File: config.mk
export PLATFORM = sky130hd
export DESIGN_NAME = ecpri_rx_parse
export DESIGN_NICKNAME = d
export VERILOG_FILES = /design/src/rtl/ecpri_rx_parse.sv
export SDC_FILE = /design/constraint.sdc
export NUM_CORES = 1
export LEC_CHECK = 0
export BUFFER_PORTS_ARGS = -buffer_cell sky130_fd_sc_hd__clkbuf_2
export CAP_MARGIN = 20
export CORE_AREA = 5 5 100 102
export CTS_CLUSTER_SIZE = 40
export DETAILED_ROUTE_END_ITERATION = 12
export DIE_AREA = 0 0 105 107
export PLACE_DENSITY = 0.73
export SLEW_MARGIN = 10
export SYNTH_ARGS = -nofsm -noshare
export SYNTH_HDL_FRONTEND = slang
export SYNTH_SLANG_ARGS = --single-unit
export TNS_END_PERCENT = 100
File: constraint.sdc
create_clock -name clk -period 4.04 [get_ports clk]
set_input_delay 0.202 -clock clk [delete_from_list [all_inputs] [get_ports clk]]
set_output_delay 0.202 -clock clk [all_outputs]
set_load 0.02 [all_outputs]
File: src/rtl/ecpri_rx_parse.sv
// eCPRI receive-side parser for Remote Memory Access (message type 0x04).
// Walks the 4-byte common header and the 12-byte RMA header, forwards
// write-request data to the tx stage, and pulses a write or read response
// request when a frame is complete and self-consistent. Malformed, truncated
// or aborted frames end in a single hdr_err pulse.
// Optional build macro: ECPRI_RX_REVCHK_EN -- when defined, common-header
// byte 0 must carry revision 1 with the C (concatenation) bit clear.
module ecpri_rx_parse #(
  parameter int MAX_LEN = 64
) (
  input  logic       clk,
  input  logic       reset,
  input  logic [7:0] rx_data,
  input  logic       rx_valid,
  input  logic       rx_sof,
  input  logic       rx_eof,
  output logic [7:0] rx_buff,
  output logic       rx_buff_valid,
  output logic [7:0] tx_payload_len,
  output logic       send_write_resp,
  output logic       send_read_resp,
  output logic       hdr_err
);

  typedef enum logic [2:0] {IDLE, CHDR, RMAHDR, DATA, DROP} state_t;

  state_t      state;
  logic [3:0]  hcnt;      // byte index inside CHDR / RMAHDR
  logic [7:0]  dcnt;      // data bytes forwarded in DATA
  logic        ovf;       // a data byte arrived beyond the declared length
  logic        is_wr;     // RMA R/W field, 1 = write
  logic [15:0] psize;     // common-header payload size
  logic [7:0]  len_hi;    // RMA data length, upper byte
  logic [7:0]  dlen;      // RMA data length (bounded by MAX_LEN <= 255)

  logic        rev_bad;
  logic [15:0] len_w;
  logic        dfwd;
  logic [7:0]  dcnt_next;
  logic        ovf_next;

`ifdef ECPRI_RX_REVCHK_EN
  assign rev_bad = (rx_data[7:4] != 4'h1) || rx_data[0];
`else
  assign rev_bad = 1'b0;
`endif

  assign len_w     = {len_hi, rx_data};
  assign dfwd      = (dcnt < dlen);
  assign dcnt_next = dfwd ? dcnt + 8'd1 : dcnt;
  assign ovf_next  = ovf | ~dfwd;

  // Frame walker: header decode, data forwarding and end-of-frame verdict.
  always_ff @(posedge clk) begin
    if (reset) begin
      state           <= IDLE;
      hcnt            <= '0;
      dcnt            <= '0;
      ovf             <= 1'b0;
      is_wr           <= 1'b0;
      psize           <= '0;
      len_hi          <= '0;
      dlen            <= '0;
      rx_buff         <= '0;
      rx_buff_valid   <= 1'b0;
      tx_payload_len  <= '0;
      send_write_resp <= 1'b0;
      send_read_resp  <= 1'b0;
      hdr_err         <= 1'b0;
    end else begin
      rx_buff_valid   <= 1'b0;
      send_write_resp <= 1'b0;
      send_read_resp  <= 1'b0;
      hdr_err         <= 1'b0;
      if (rx_valid) begin
        if (rx_sof) begin
          // A new frame always restarts the walk; an unfinished frame is
          // reported here unless it was already reported on entry to DROP.
          hdr_err <= ((state != IDLE) && (state != DROP)) || rev_bad || rx_eof;
          hcnt    <= 4'd1;
          dcnt    <= '0;
          ovf     <= 1'b0;
          if (rx_eof)       state <= IDLE;
          else if (rev_bad) state <= DROP;
          else              state <= CHDR;
        end else begin
          case (state)
            CHDR: begin
              hcnt <= hcnt + 4'd1;
              if (hcnt == 4'd2) psize[15:8] <= rx_data;
              if (hcnt == 4'd3) begin
                psize[7:0] <= rx_data;
                hcnt       <= '0;
                state      <= RMAHDR;
              end
              if (rx_eof) begin
                hdr_err <= 1'b1;
                state   <= IDLE;
              end else if ((hcnt == 4'd1) && (rx_data != 8'h04)) begin
                hdr_err <= 1'b1;
                state   <= DROP;
              end
            end
            RMAHDR: begin
              hcnt <= hcnt + 4'd1;
              if (hcnt == 4'd1)  is_wr  <= rx_data[4];
              if (hcnt == 4'd10) len_hi <= rx_data;
              if ((hcnt == 4'd1) && ((rx_data[7:5] != 3'd0) || (rx_data[3:0] != 4'd0))) begin
                hdr_err <= 1'b1;
                state   <= rx_eof ? IDLE : DROP;
              end else if (hcnt == 4'd11) begin
                dlen <= len_w[7:0];
                if ((len_w > 16'(MAX_LEN)) || (is_wr && (len_w == 16'd0))) begin
                  hdr_err <= 1'b1;
                  state   <= rx_eof ? IDLE : DROP;
                end else if (is_wr) begin
                  // A write whose header ends the frame carries no data.
                  hdr_err <= rx_eof;
                  state   <= rx_eof ? IDLE : DATA;
                end else if (!rx_eof) begin
                  // Reads carry no data; anything after the header is junk.
                  hdr_err <= 1'b1;
                  state   <= DROP;
                end else begin
                  state <= IDLE;
                  if (psize == 16'd12) begin
                    send_read_resp <= 1'b1;
                    tx_payload_len <= len_w[7:0];
                  end else begin
                    hdr_err <= 1'b1;
                  end
                end
              end else if (rx_eof) begin
                hdr_err <= 1'b1;
                state   <= IDLE;
              end
            end
            DATA: begin
              if (dfwd) begin
                rx_buff       <= rx_data;
                rx_buff_valid <= 1'b1;
              end
              dcnt <= dcnt_next;
              ovf  <= ovf_next;
              if (rx_eof) begin
                state <= IDLE;
                if (!ovf_next && (dcnt_next == dlen) &&
                    (psize == 16'd12 + {8'd0, dcnt_next}))
                  send_write_resp <= 1'b1;
                else
                  hdr_err <= 1'b1;
              end
            end
            DROP: begin
              if (rx_eof) state <= IDLE;
            end
            default: ;
          endcase
        end
      end
    end
  end

endmodule
**Word-level counts from Yosys, hierarchy flattened**

Index checks and enable logic that the tools add are counted.
Widths: inputs -> output; s select.

- Register bits after elaboration: 69
- Input bits: 13
- Output and inout port bits: 20

- Add/sub/neg operators: 3
- $lt $le $gt $ge: 2
- Equality and inequality tests: 15
- Mux-type cells: 37
- Bitwise logic cells: 11
- Reductions and logical operators: 32

Operators with widths:

| kind | count |
|---|---|
| $mux 3 | 10 |
| $mux 8 | 3 |
| $reduce_and 4->1 | 5 |
| $mux 1 | 18 |
| $eq 16x4->1 const B | 1 |
| $eq 16x9->1 | 1 |
| $gt 16x7->1 const B | 1 |
| $logic_not 16->1 | 1 |
| $not 1->1 | 10 |
| $add 4x8->9 const A | 1 |
| $pmux 3 s3 | 1 |
| $reduce_and 9->1 | 1 |
| $reduce_bool 3->1 | 3 |
| $reduce_or 9->1 | 1 |
| $add 8x1->8 const B | 1 |
| $eq 4x2->1 const B | 2 |
| $eq 4x4->1 const B | 2 |
| $eq 8x8->1 | 1 |
| $lt 8x8->1 | 1 |
| $mux 4 | 2 |
| $ne 8x3->1 const B | 1 |
| $pmux 4 s2 | 1 |
| $reduce_bool 4->1 | 2 |
| $eq 3x2->1 const B | 2 |
| 19 further kinds | 28 |

**Depth between registers and ports, before layout**

- Depth after elaboration: 10
- Depth in mapped cells: 12

**Least setup slack after synthesis**

Ideal clock, no wire load.

- Path kind: register -> register
- From: register dlen[6]
- To: register send_write_resp
- Setup time: 61 ps
- Data arrival time: 2868 ps
- Path slack: 1111 ps
- Cell stages (with the launch flop): 12
- Buffers on the path: 1
- Clock period less this slack: 2929 ps
- Cells stage by stage: dfxtp_1 > inv_1 > ha_1 > a21o_1 > a21o_1 > clkbuf_1 > or4_4 > a221o_1 > a21oi_1 > or4b_1 > nor3_1 > and4_1

- Cells in the longest elaborated chain, start to end: 7
- Elaborated cells on any way between the ends: 11
- Classes of those cells: 1 x add/sub; 1 x order compare; 2 x eq/ne; 2 x mux; 2 x bitwise; 3 x reduce/logical

Ends and longest elaborated chain:

| item | line | RTL |
|---|---|---|
| start, declared | 34 | `logic [7:0] dlen;` |
| start signal, assigned | 112 | `dlen <= len_w[7:0];` |
| branches (longest 5 deep; another with $add 4x8->9) | n/a |  |
| $logic_and 1x1->1 * | 147 | `if (!ovf_next && (dcnt_next == dlen) &&` |
| $mux 1 * | 147 |  |
| end signal, assigned | 67 | `send_write_resp <= 1'b0;` |
| end signal, assigned | 72 | `send_write_resp <= 1'b0;` |
| end signal, assigned | 149 | `send_write_resp <= 1'b1;` |
| end, declared | 20 | `output logic send_write_resp,` |

Every way passes the cells marked *.
A chain may end at the register's enable or synchronous reset.

**Worst setup path in the final report**

- From: register dcnt[2]
- To: register hdr_err

- Cells in the longest elaborated chain, start to end: 10
- Elaborated cells on any way between the ends: 15
- Classes of those cells: 2 x add/sub; 1 x order compare; 2 x eq/ne; 5 x mux; 2 x bitwise; 3 x reduce/logical

Ends and longest elaborated chain:

| item | line | RTL |
|---|---|---|
| start, declared | 29 | `logic [7:0] dcnt;` |
| start signal, assigned | 143 | `dcnt <= dcnt_next;` |
| branches (longest 5 deep; another with $add 4x8->9) | n/a |  |
| $logic_and 1x1->1 * | 147 |  |
| $mux 1 * | 147 |  |
| $mux 1 * | 145 | `if (rx_eof) begin` |
| $pmux 1 s3 * | 87 | `case (state)` |
| $mux 1 * | 76 | `if (rx_sof) begin` |
| end signal, assigned | 79 | `hdr_err <= ((state != IDLE) && (state != DROP)) \|\| rev_bad \|\| rx_eof;` |
| end signal, assigned | 118 | `hdr_err <= rx_eof;` |
| end, declared | 22 | `output logic hdr_err` |

Marks and branches as above.

==> flow_metrics.py <==
metrics = {
    "layout": {
        "num_antenna_cells": 0,
        "final_cells": 600,
        "fillers": 870,
        "nets": 508,
        "finalInstanceArea_um2": 4320,
        "drive_gt1_frac": 0.143,
        "fin_util": 0.479,
        "area_growth_pct": 10.4,
    },
    "grt": {
        "grt_pass1_wl_mm": 15.7,
        "grt_start_max_net_pins": 65,
        "grt_overflow_total": 0,
        "grt_pass1_vias": 3174,
        "grt_use_total": 0.170,
        "antenna_found_initial": 0,
    },
    "placed_design": {
        "dpl_cell_area_um2": 4130,
        "routabilityCongestion": 0.883,
        "hpwlAfterDp_mm": 6.95,
        "portBuffers": 32,
        "placed_cells": 583,
    },
    "setup_path": {
        "path_class": "register to register",
        "slowest_delay_ps": 640,
        "slowest_stage": "dfxtp_1",
        "path_cells": "ha_1 -> o211ai_1 -> and2_2 -> o31ai_1 -> mux2_2 -> a211oi_1 -> nor4b_1 -> nor3_1 -> o211ai_1 -> a21oi_1",
        "crit_top_cell": "o211ai_1",
        "worst-path-max-fanout": 16,
        "arrival_ps": 3720,
        "cp-start-kind": "register",
        "cp.required_ps": 4320,
        "end_kind": "register",
    },
    "yosys": {
        "yosysSeqAreaShare": 0.353,
        "synth-seq-cells": 69,
        "ys_async_sr_fraction": 0,
        "synth_edf_count": 0,
        "ys_types": 69,
        "syn_inst": 463,
        "synth_nets": 487,
        "ys.flop_type": "dfxtp_1",
        "avgSynthCellArea_um2": 8.45,
        "ys.warnings.count": 0,
        "netlist_area_um2": 3910,
    },
    "sta": {
        "setup_viol": 0,
        "fin_skew_ps": 13.6,
        "finalHoldViolCount": 0,
        "slew_viol_final": 0,
        "post-route-period-util": 0.853,
        "worst_pin_slew_ps": 709,
        "min_period_ps": 3450,
        "slew_headroom": 0.523,
        "rsz0062_at_grt": "false",
        "finalSetupTns_ps": 0,
        "fmax_mhz": 290,
    },
    "die": {
        "core_um2": 9020,
        "dieArea_um2": 11200,
        "core.rowCount": 35,
        "start_util": 0.434,
        "top_level_ports": 33,
        "die_x_um": 105,
        "fp.dieH_um": 107,
    },
    "detailed_routing": {
        "drtAntennaViolNets": 0,
        "vias_per_cell": 5.64,
        "drt_drc_violations_left": 0,
        "drt_iter0_drc": 203,
        "routedWlPerCell_um": 15.6,
        "wl_mm": 9.38,
        "first_pass_iters": 4,
        "vias": 3382,
    },
    "clock_tree": {
        "post_cts_resized": 0,
        "hold_buffers": 0,
        "cts_tree": "done",
        "cts_root_buf": "clkbuf_8",
        "clockBufferDepth": 2,
        "cts.sinks": 69,
        "cts_buffers": 9,
        "clock_latency_ps": 340,
        "htreeDepth": 3,
        "clk_pin_slew_ps": 90,
        "postCtsSetupRepairBufs": 0,
    },
    "power_and_ir_drop": {
        "peakVddDrop_uv": 314,
        "power_density_nw_per_um2": 296,
        "power_mw": 1.28,
        "p_leak_nw": 1.67,
    },
    "worst_hold_path": {
        "hold_path.class": "input pin to register",
    },
    "run": {
        "drv_cap": 0,
    },
    "outcome": {
        "status": "finished clean",
    },
}
flip-flops by register name (all words and copies together), names as in the netlist, 3 cells and up:
register and flops:
psize 16, state 3, dcnt 8, hcnt 4, rx_buff 8, dlen 8
tx_payload_len 8, len_hi 8
path summary, 6_finish.rpt:
check                    startpoint                end  slack [ps]  depth (start not counted)
setup / recovery            dcnt[2]            hdr_err         590                         10
hold reg to reg   tx_payload_len[7]  tx_payload_len[7]         480                          1
hold / removal             rx_valid            dcnt[0]         210                          2
setup reg to reg            dcnt[2]            hdr_err         590                         10
routing by layer:
layer,GRT usage,wire length [um],share of wire,up-vias
met5,0,0,0,-
met4,0.0438,89,0.0095,0
li1,-,-,-,1698
met1,0.233,4480,0.48,1582
met3,0.0397,560,0.060,10
met2,0.271,4260,0.45,92
cell usage after synthesis (all sizes together), types with 3 or more instances:
cell,number,area (um^2)
a211oi,4,30.0
a21o,3,22.5
a21oi,16,80.1
and2,5,32.5
and3,4,25.0
buf,4,17.5
clkbuf,21,78.8
dfxtp,69,1380
ha,11,138
inv,21,78.8
mux2i,53,531
nand2,31,116
nand2b,5,31.3
nand3,10,50.1
nand4,5,31.3
nor2,75,289
nor2b,5,31.3
nor3,16,85.1
nor3b,4,30.0
nor4,8,77.6
o211ai,4,30.0
o21ai,20,100
o31a,4,36.3
o31ai,6,45.0
o41ai,3,26.3
or2,4,25.0
or3,3,18.8
or4,7,61.3
xnor2,5,43.8
cells in the final DEF, fill, tap and decap left out, types with 6 or more instances in the layout:
| cell type | Yosys | routed |
|---|---|---|
| a21oi_1 | 16 | 16 |
| clkbuf_2 | 0 | 32 |
| clkbuf_8 | 0 | 9 |
| dfxtp_1 | 69 | 69 |
| ha_1 | 11 | 11 |
| inv_1 | 21 | 21 |
| mux2i_1 | 53 | 53 |
| nand2_1 | 31 | 31 |
| nand3_1 | 10 | 10 |
| nor2_1 | 74 | 74 |
| nor3_1 | 15 | 15 |
| o21ai_0 | 18 | 18 |
| o31ai_1 | 6 | 6 |
metrics by stage:
stage | worst slack, ps | hold slack (ps)
floorplan | 1110 | 346
global placement | 772 | 461
detailed placement | 653 | 469
CTS | 626 | 189
global route | 296 | 218
finish | 595 | 215
logic make-up after synthesis:
kind of cell             share of synthesized area
AND/OR/NAND/NOR                              0.254
buffers and inverters                       0.0448
XOR/XNOR                                    0.0275
multiplexers                                 0.144
adder cells (fa/ha/maj)                     0.0352
flip-flops                                   0.353
AO/OA/AOI/OAI                                0.142
critical path: cells and delay by family (launching register included):
kind                       cells  cell delay, ps
AOI/OAI and AO/OA              5            1420
adders and majority gates      1             300
DFF                            1             640
muxes                          1             420
and+or+nand+nor                3             580
report_power, final:
group / total, mW / switching (mW) / internal, mW
logic: 0.0729 / 0.0501 / 0.0227
registers: 0.689 / 0.00662 / 0.683
clock network: 0.517 / 0.287 / 0.230
cell type report:
| class | count | area, um^2 | area share |
|---|---|---|---|
| Clock inverter | 7 | 56.3 | 0.0130 |
| Sequential cell | 69 | 1380 | 0.320 |
| Clock buffer | 9 | 124 | 0.0287 |
| Multi-Input combinational cell | 348 | 2360 | 0.546 |
| Tap cell | 111 | 139 | 0.0322 |
| Inverter | 21 | 78.8 | 0.0183 |
| Timing Repair Buffer | 35 | 183 | 0.0423 |
Note: power is estimated with default switching activity, not from simulation.
